--- src/rtl/issue_scoreboard.sv ---
// Dual-issue dispatch stage: in-order pair issue gated by a per-register busy scoreboard,
// with a registered output pair feeding the register file read ports and execute stage.
module issue_scoreboard #(
    parameter int NREG = 32,
    parameter int AW   = 5,
    parameter int PW   = 64
) (
    input  logic                 clk,
    input  logic                 rst_n,
    input  logic                 flush,
    input  logic [1:0]           in_valid,
    input  logic [1:0]           in_rs1_en,
    input  logic [1:0][AW-1:0]   in_rs1,
    input  logic [1:0]           in_rs2_en,
    input  logic [1:0][AW-1:0]   in_rs2,
    input  logic [1:0]           in_rd_we,
    input  logic [1:0][AW-1:0]   in_rd,
    input  logic [1:0][PW-1:0]   in_payload,
    output logic [1:0]           in_accept,
    input  logic [1:0]           wb_en,
    input  logic [1:0][AW-1:0]   wb_addr,
    input  logic                 out_ready,
    output logic [1:0]           out_valid,
    output logic [1:0]           out_rd_we,
    output logic [1:0][AW-1:0]   out_rd,
    output logic [1:0][PW-1:0]   out_payload,
    output logic [1:0]           reg1_read_en,
    output logic [1:0][AW-1:0]   reg1_read_addr,
    output logic [1:0]           reg2_read_en,
    output logic [1:0][AW-1:0]   reg2_read_addr,
    output logic [15:0]          stall_cnt
);

    logic [NREG-1:0]       r_busy;
    logic [NREG-1:0]       w_free;
    logic [NREG-1:0]       w_busy_nxt;
    logic                  w_adv;
    logic                  w_go;
    logic                  w_raw;
    logic                  w_waw;
    logic [1:0]            w_ok;
    logic [1:0]            r_valid_p1;
    logic [1:0]            r_rd_we_p1;
    logic [1:0][AW-1:0]    r_rd_p1;
    logic [1:0][PW-1:0]    r_payload_p1;
    logic [1:0]            r_rs1_en_p1;
    logic [1:0][AW-1:0]    r_rs1_p1;
    logic [1:0]            r_rs2_en_p1;
    logic [1:0][AW-1:0]    r_rs2_p1;
    logic [15:0]           r_stall_cnt;

    function automatic logic slot_ok(input logic v, input logic rs1_en, input logic [AW-1:0] rs1,
                                     input logic rs2_en, input logic [AW-1:0] rs2,
                                     input logic rd_we, input logic [AW-1:0] rd,
                                     input logic [NREG-1:0] fr);
        return v && (!rs1_en || fr[rs1]) && (!rs2_en || fr[rs2]) && (!rd_we || fr[rd]);
    endfunction

    // A register retiring on either writeback port this cycle is already usable.
    always_comb begin
        w_free = '0;
        for (int r = 0; r < NREG; r++) begin
            w_free[r] = (r == 0) || !r_busy[r] ||
                        (wb_en[0] && (wb_addr[0] == AW'(r))) ||
                        (wb_en[1] && (wb_addr[1] == AW'(r)));
        end
    end

    assign w_adv = ~|r_valid_p1 | out_ready;
    assign w_go  = w_adv & ~flush;
    assign w_raw = in_rd_we[0] && (in_rd[0] != '0) &&
                   ((in_rs1_en[1] && (in_rs1[1] == in_rd[0])) ||
                    (in_rs2_en[1] && (in_rs2[1] == in_rd[0])));
    assign w_waw = in_rd_we[0] && in_rd_we[1] && (in_rd[0] == in_rd[1]) && (in_rd[0] != '0);

    always_comb begin
        w_ok    = '0;
        w_ok[0] = slot_ok(in_valid[0], in_rs1_en[0], in_rs1[0], in_rs2_en[0], in_rs2[0],
                          in_rd_we[0], in_rd[0], w_free);
        w_ok[1] = w_ok[0] && !w_raw && !w_waw &&
                  slot_ok(in_valid[1], in_rs1_en[1], in_rs1[1], in_rs2_en[1], in_rs2[1],
                          in_rd_we[1], in_rd[1], w_free);
    end

    assign in_accept = w_ok & {2{w_go}};

    // Writeback clears first so a same-cycle issue to that register keeps it busy.
    always_comb begin
        w_busy_nxt = r_busy;
        for (int i = 0; i < 2; i++) begin
            if (wb_en[i]) w_busy_nxt[wb_addr[i]] = 1'b0;
        end
        for (int i = 0; i < 2; i++) begin
            if (in_accept[i] && in_rd_we[i]) w_busy_nxt[in_rd[i]] = 1'b1;
        end
        w_busy_nxt[0] = 1'b0;
    end

    always_ff @(posedge clk or negedge rst_n) begin
        if (!rst_n)     r_busy <= '0;
        else if (flush) r_busy <= '0;
        else            r_busy <= w_busy_nxt;
    end

    always_ff @(posedge clk or negedge rst_n) begin
        if (!rst_n) begin
            r_stall_cnt <= '0;
        end else if (in_valid[0] && !in_accept[0] && !flush && (r_stall_cnt != 16'hFFFF)) begin
            r_stall_cnt <= r_stall_cnt + 16'd1;
        end
    end

    // ---- issue register boundary (p1) ----
    always_ff @(posedge clk or negedge rst_n) begin
        if (!rst_n) begin
            r_valid_p1   <= '0;
            r_rd_we_p1   <= '0;
            r_rd_p1      <= '0;
            r_payload_p1 <= '0;
            r_rs1_en_p1  <= '0;
            r_rs1_p1     <= '0;
            r_rs2_en_p1  <= '0;
            r_rs2_p1     <= '0;
        end else if (flush) begin
            r_valid_p1   <= '0;
        end else if (w_adv) begin
            r_valid_p1   <= in_accept;
            r_rd_we_p1   <= in_rd_we;
            r_rd_p1      <= in_rd;
            r_payload_p1 <= in_payload;
            r_rs1_en_p1  <= in_rs1_en;
            r_rs1_p1     <= in_rs1;
            r_rs2_en_p1  <= in_rs2_en;
            r_rs2_p1     <= in_rs2;
        end
    end

    assign out_valid      = r_valid_p1;
    assign out_rd_we      = r_rd_we_p1;
    assign out_rd         = r_rd_p1;
    assign out_payload    = r_payload_p1;
    assign reg1_read_en   = r_valid_p1 & r_rs1_en_p1;
    assign reg1_read_addr = r_rs1_p1;
    assign reg2_read_en   = r_valid_p1 & r_rs2_en_p1;
    assign reg2_read_addr = r_rs2_p1;
    assign stall_cnt      = r_stall_cnt;

endmodule
--- config.mk ---
export PLATFORM = sky130hd
export DESIGN_NAME = issue_scoreboard
export DESIGN_NICKNAME = d
export VERILOG_FILES = /design/src/rtl/issue_scoreboard.sv
export SDC_FILE = /design/constraint.sdc
export NUM_CORES = 1
export LEC_CHECK = 0
export CORE_UTILIZATION = 47
export CTS_CLUSTER_SIZE = 25
export DETAILED_ROUTE_END_ITERATION = 6
export GPL_TIMING_DRIVEN = 0
export PLACE_DENSITY = 0.93
export SLEW_MARGIN = 30
export SYNTH_ARGS = -nofsm -noshare
export SYNTH_HDL_FRONTEND = slang
export SYNTH_SLANG_ARGS = --single-unit
--- constraint.sdc ---
create_clock -name clk -period 5.4 [get_ports clk]
set_clock_uncertainty 0.2 [all_clocks]
set_input_delay 1.08 -clock clk [delete_from_list [all_inputs] [get_ports clk]]
set_output_delay 1.08 -clock clk [all_outputs]
set_load 0.005 [all_outputs]
# Word-level counts from Yosys, hierarchy flattened
# Cells that the tools add are included.
# totals
in_bits,182
ff_bits,214
out_inout_bits,184
# classes
bitwise_logic,12
n_lt_le_gt_ge,12
reduce_logical,202
n_addsub,1
n_mux,27
eq_ne,66
# ops
cell,n
$eq 5x5->1 const B,32
$mux 32,5
$logic_and 1x1->1,87
$eq 5x4->1 const B,16
$logic_or 1x1->1,69
$and 32x32->32,2
$not 32->32,2
$or 32x32->32,2
$lt 5x6->1 const B,8
$logic_not 1->1,42
$eq 5x3->1 const B,8
$bmux 1 s5,6
$demux 1 s5,4
$eq 5x2->1 const B,4
$ge 5x1->1 const B,4
$add 16x1->16 const B,1
$ne 16x16->1 const B,1
$eq 5x5->1,3
$eq 5x1->1 const B,2
$mux 1,10
$and 2x2->2,3
$reduce_bool 5->1,1
$mux 2,2
$reduce_and 2->1,1
other kinds (5),5

# Depth between registers and ports, before layout
# logic_depth
depth_word,19
mapped_depth,11

# Least setup slack after synthesis
# Ideal clock, no wire load.
# synth_path
kind,input to output
start,input wb_addr[6] in the netlist's numbering
end,output in_accept[1]
path_stages,10
arrival_ns,3.331
path_slack_ns,0.789
required_ns,4.120
n_path_buf,2
path_cell_list,or2_2 clkbuf_1 o221ai_1 mux2_2 a2bb2oi_1 o221ai_1 a211o_1 nor3_4 buf_2 and2_1
# synth_via
elab_chain_len,13
# synth_lines
item,line_no,text
from (decl),21,"input logic [1:0][AW-1:0] wb_addr,"
"$eq 5x1->1, or another cell as far along",65,(wb_en[1] && (wb_addr[1] == AW'(r)));
$logic_and 1x1->1,65,
$logic_or 1x1->1,64,(wb_en[0] && (wb_addr[0] == AW'(r))) ||
$bmux 1 s5,56,return v && (!rs1_en || fr[rs1]) && (!rs2_en || fr[rs2]) && (!rd_we || fr[rd]);
$mux 1 (not written as such),56,
$logic_or 1x1->1,56,
$logic_and 1x1->1 (3 in series),56,
$logic_and 1x1->1 (2 in series),80,w_ok[1] = w_ok[0] && !w_raw && !w_waw &&
$logic_and 1x1->1 *,80,
$and 2x2->2 *,85,assign in_accept = w_ok & {2{w_go}};
to (decl),19,"output logic [1:0] in_accept,"
# Mark *: on every way between the ends. The rest lies on a longest branch, timed or not. The select of a mux whose other input is x is not followed.

# Final worst setup path
# layout_path
start,input wb_addr[5] in the netlist's numbering
end,output in_accept[0]
# layout_via
elab_chain_len,10
# layout_lines
item,line_no
"$eq 5x1->1, or another cell as far along",65
$logic_and 1x1->1,65
$logic_or 1x1->1,64
$bmux 1 s5,56
$mux 1 (not written as such),56
$logic_or 1x1->1,56
$logic_and 1x1->1 (2 in series),56
$logic_and 1x1->1 *,56
$and 2x2->2 *,85
# Marked as above.

==> impl_metrics.yaml <==
cells_and_area:
  nNetsFinal: 1647
  drive_gt1_share_pct: 26.2
  syn2layout_area_growth_pct: 52.4
  fillerInstances: 1543
  final_cells: 1802
  regArea_mm2: 0.00533
  fin_util_pct: 73.6
  finalInstanceArea_mm2: 0.0174
  multi_input_area_mm2: 0.00627
pwr:
  p_sw_share_pct: 27.6
  leakage_uw: 0.00679
  clockPowerShare_pct: 36.2
  power.density_mw_per_mm2: 284
  vdd_drop_max_v: 0.000332
  p_int_uw: 3580
  combPwrFrac_pct: 24.7
  pwr-share-seq_pct: 39.1
  switchingPower_uw: 1360
synthesis:
  synth_area_leader_cell: "dfrtp_1"
  synth-edff-count: 0
  synthCells: 1016
  synth_top_area_share_pct: 46.7
  synth_area_mm2: 0.0114
  netlist_top_cells_area: "dfrtp_1 (47%), mux2_2 (17%), o221ai_1 (4.1%)"
  ys_types: 75
  ys_warn_count: 0
  yosys_register_bits: 213
  synth_common_cells: "dfrtp_1 (213), mux2_2 (168), clkbuf_1 (64)"
  syn_area_per_cell_um2: 11.2
  yosysMostFrequentCell: "dfrtp_1"
  async_reset_ff_share_pct: 100
  synth_nets: 1199
  ys.flop_type: "dfrtp_1"
  synth_seq_area_share_pct: 46.7
floorplan:
  core_mm2: 0.0236
  rows: 56
  die_y_um: 158
  die_area_mm2: 0.0249
  fp.dieW_um: 158
  initial_utilization_pct: 48.3
  num_io_pins: 366
job:
  max_cap_violations: 0
worst_hold_path:
  hp-class: "primary input to async pin"
cts:
  h-tree-depth: 1
  clkSinkCount: 213
  clkLatencyLatePin_ns: 0.54
  cts.reportedPaths.clkPinSlew_ns: 0.07
  clock-root-buffer: "clkbuf_16"
  cts_made_buffers: 25
  max-clock-path-buffers: 3
  cts_tree: "done"
  cts.hold.buffers_added: 0
placement:
  dp_hpwl_um: 31100
  gp_congestion: 1.03
  io_buffers: 349
  place_inst: 1687
  placed_area_mm2: 0.0154
worst_setup_path:
  worstSetupEndpointType: "output port"
  worstSetupPathType: "primary input to output port"
  ff2ff_path_depth: 11
  worstPathArrival_ns: 4.55
  critPathMaxFanout: 9
  required_ns: 4.12
  critPathLaunchType: "primary input"
sta:
  hold_viol: 0
  finalMaxSlewViolations: 0
  relSlewSlack_pct: 28.9
  setup_viol: 2
  min_period_over_period_pct: 108
  setup_slack_ns: -0.430
  worstMarginPinSlew_ns: 1.06
  period_minus_slack_ns: 5.83
  holdWs_ns: 0.230
  fmax_mhz: 172
global_route:
  grt_max_degree: 90
  grt_antenna_before_repair: 2
  grt_overflow: 0
  grt_pass1_vias: 11393
  grt_usage_pct: 36.8
  grt_pass1_wl_um: 68200
detailed_routing:
  wirelength_um: 47200
  wl_met2_um: 22000
  routed.top_layer: "met5"
  met3WireLength_um: 5300
  viasPerCell: 6.26
  drc: 2
  drt_iter0_drc: 1247
  wl_per_cell_um: 26.2
  route.layer.met1.wl_um: 16600
  antenna_left: 0
  via_count: 11282
  first_pass_iters: 7
outcome:
  violations: "design-rule violations, negative setup slack"
  run_status: "complete, but fails checks"
[final timing paths]
path                                 start              end  slack [ns]
min in group clk           out_payload[29]  out_payload[29]        0.30
hold reg to reg            out_payload[29]  out_payload[29]        0.30
max in group asynchronous            rst_n  out_payload[74]        3.99
setup reg to reg                r_busy[28]     stall_cnt[5]        1.47
hold / removal                       rst_n       r_busy[20]        0.23
setup / recovery                wb_addr[5]     in_accept[0]       -0.43
[power groups by stage]
stage	sequential [uW]	combinational [uW]	clock (uW)
CTS	1930	1200	1800
global placement	1940	1120	0
global route	1950	1280	1860
detailed placement	1950	1150	0
finish	1930	1220	1790
floorplan	1950	409	0
[final cells by class]
type	instances	area share (%)
multi-input cells	708	36.1
flip-flops and latches	213	30.7
repair buffers	427	23.8
clock buffers	32	4.04
well taps	319	2.30
plain buffers	69	1.76
clock inverters	13	0.972
inverters	20	0.432
diodes	1	0.0144
[cell usage in the layout, fill, tap and decap left out, drive strengths merged, types with 47 or more instances in the layout]
cell / Yosys / routed
clkdlybuf4s50: 0 / 335
dfrtp: 213 / 213
o221ai: 56 / 56
buf: 11 / 95
clkbuf: 64 / 93
mux2: 170 / 170
nand3: 56 / 56
nor2: 55 / 55
nand2: 47 / 47
[per-layer routing]
metal	vias to the layer above	GRT usage [%]
met1	5457	41.8
li1	4767	-
met2	818	59.6
met5	-	1.45
met4	2	19.6
met3	238	14.4
[state kept, by name, indices dropped and copies added (netlist names)]
register	flops
out_payload	128
r_busy	31
stall_cnt	16
out_rd	10
reg1_read_addr	10
reg2_read_addr	10
out_rd_we	2
out_valid	2
r_rs1_en_p1	2
r_rs2_en_p1	2
[through the flow]
stage	setup TNS [ns]	worst slack, ns	power [uW]
finish	-0.835	-0.430	4940
global route	-0.789	-0.403	5090
CTS	0	0.00229	4920
detailed placement	-2.81	-1.28	3110
global placement	-1220.52	-5.74	3050
floorplan	0	0.789	2360
[critical path, cell delays in order]
cell and delay [ns]:
dlygate4sd2_1 0.31, nand2b_1 0.14, buf_4 0.28, o221ai_4 0.20, mux4_2 0.51, o32ai_1 0.92, a31oi_1 0.18, o311ai_4 0.20
nor3_4 0.11, buf_6 0.14, clkdlybuf4s50_1 0.46
[cells by family after synthesis]
group / share of synthesized area, %
and+or+nand+nor: 15.5
xor gates and xnor gates: 2.30
adders and majority gates: 0.110
muxes: 20.2
DFF: 46.7
AOI/OAI and AO/OA: 11.9
buffers and inverters: 3.26
[what timing repair did]
item	in CTS	in global routing
endpoints found under the setup margin	2	2
hold endpoints to repair	0	0
resized for setup	98	33
gates cloned	0	0
pin swaps	33	18
setup buffers	56	18
Note: power is estimated with default switching activity, not from simulation.
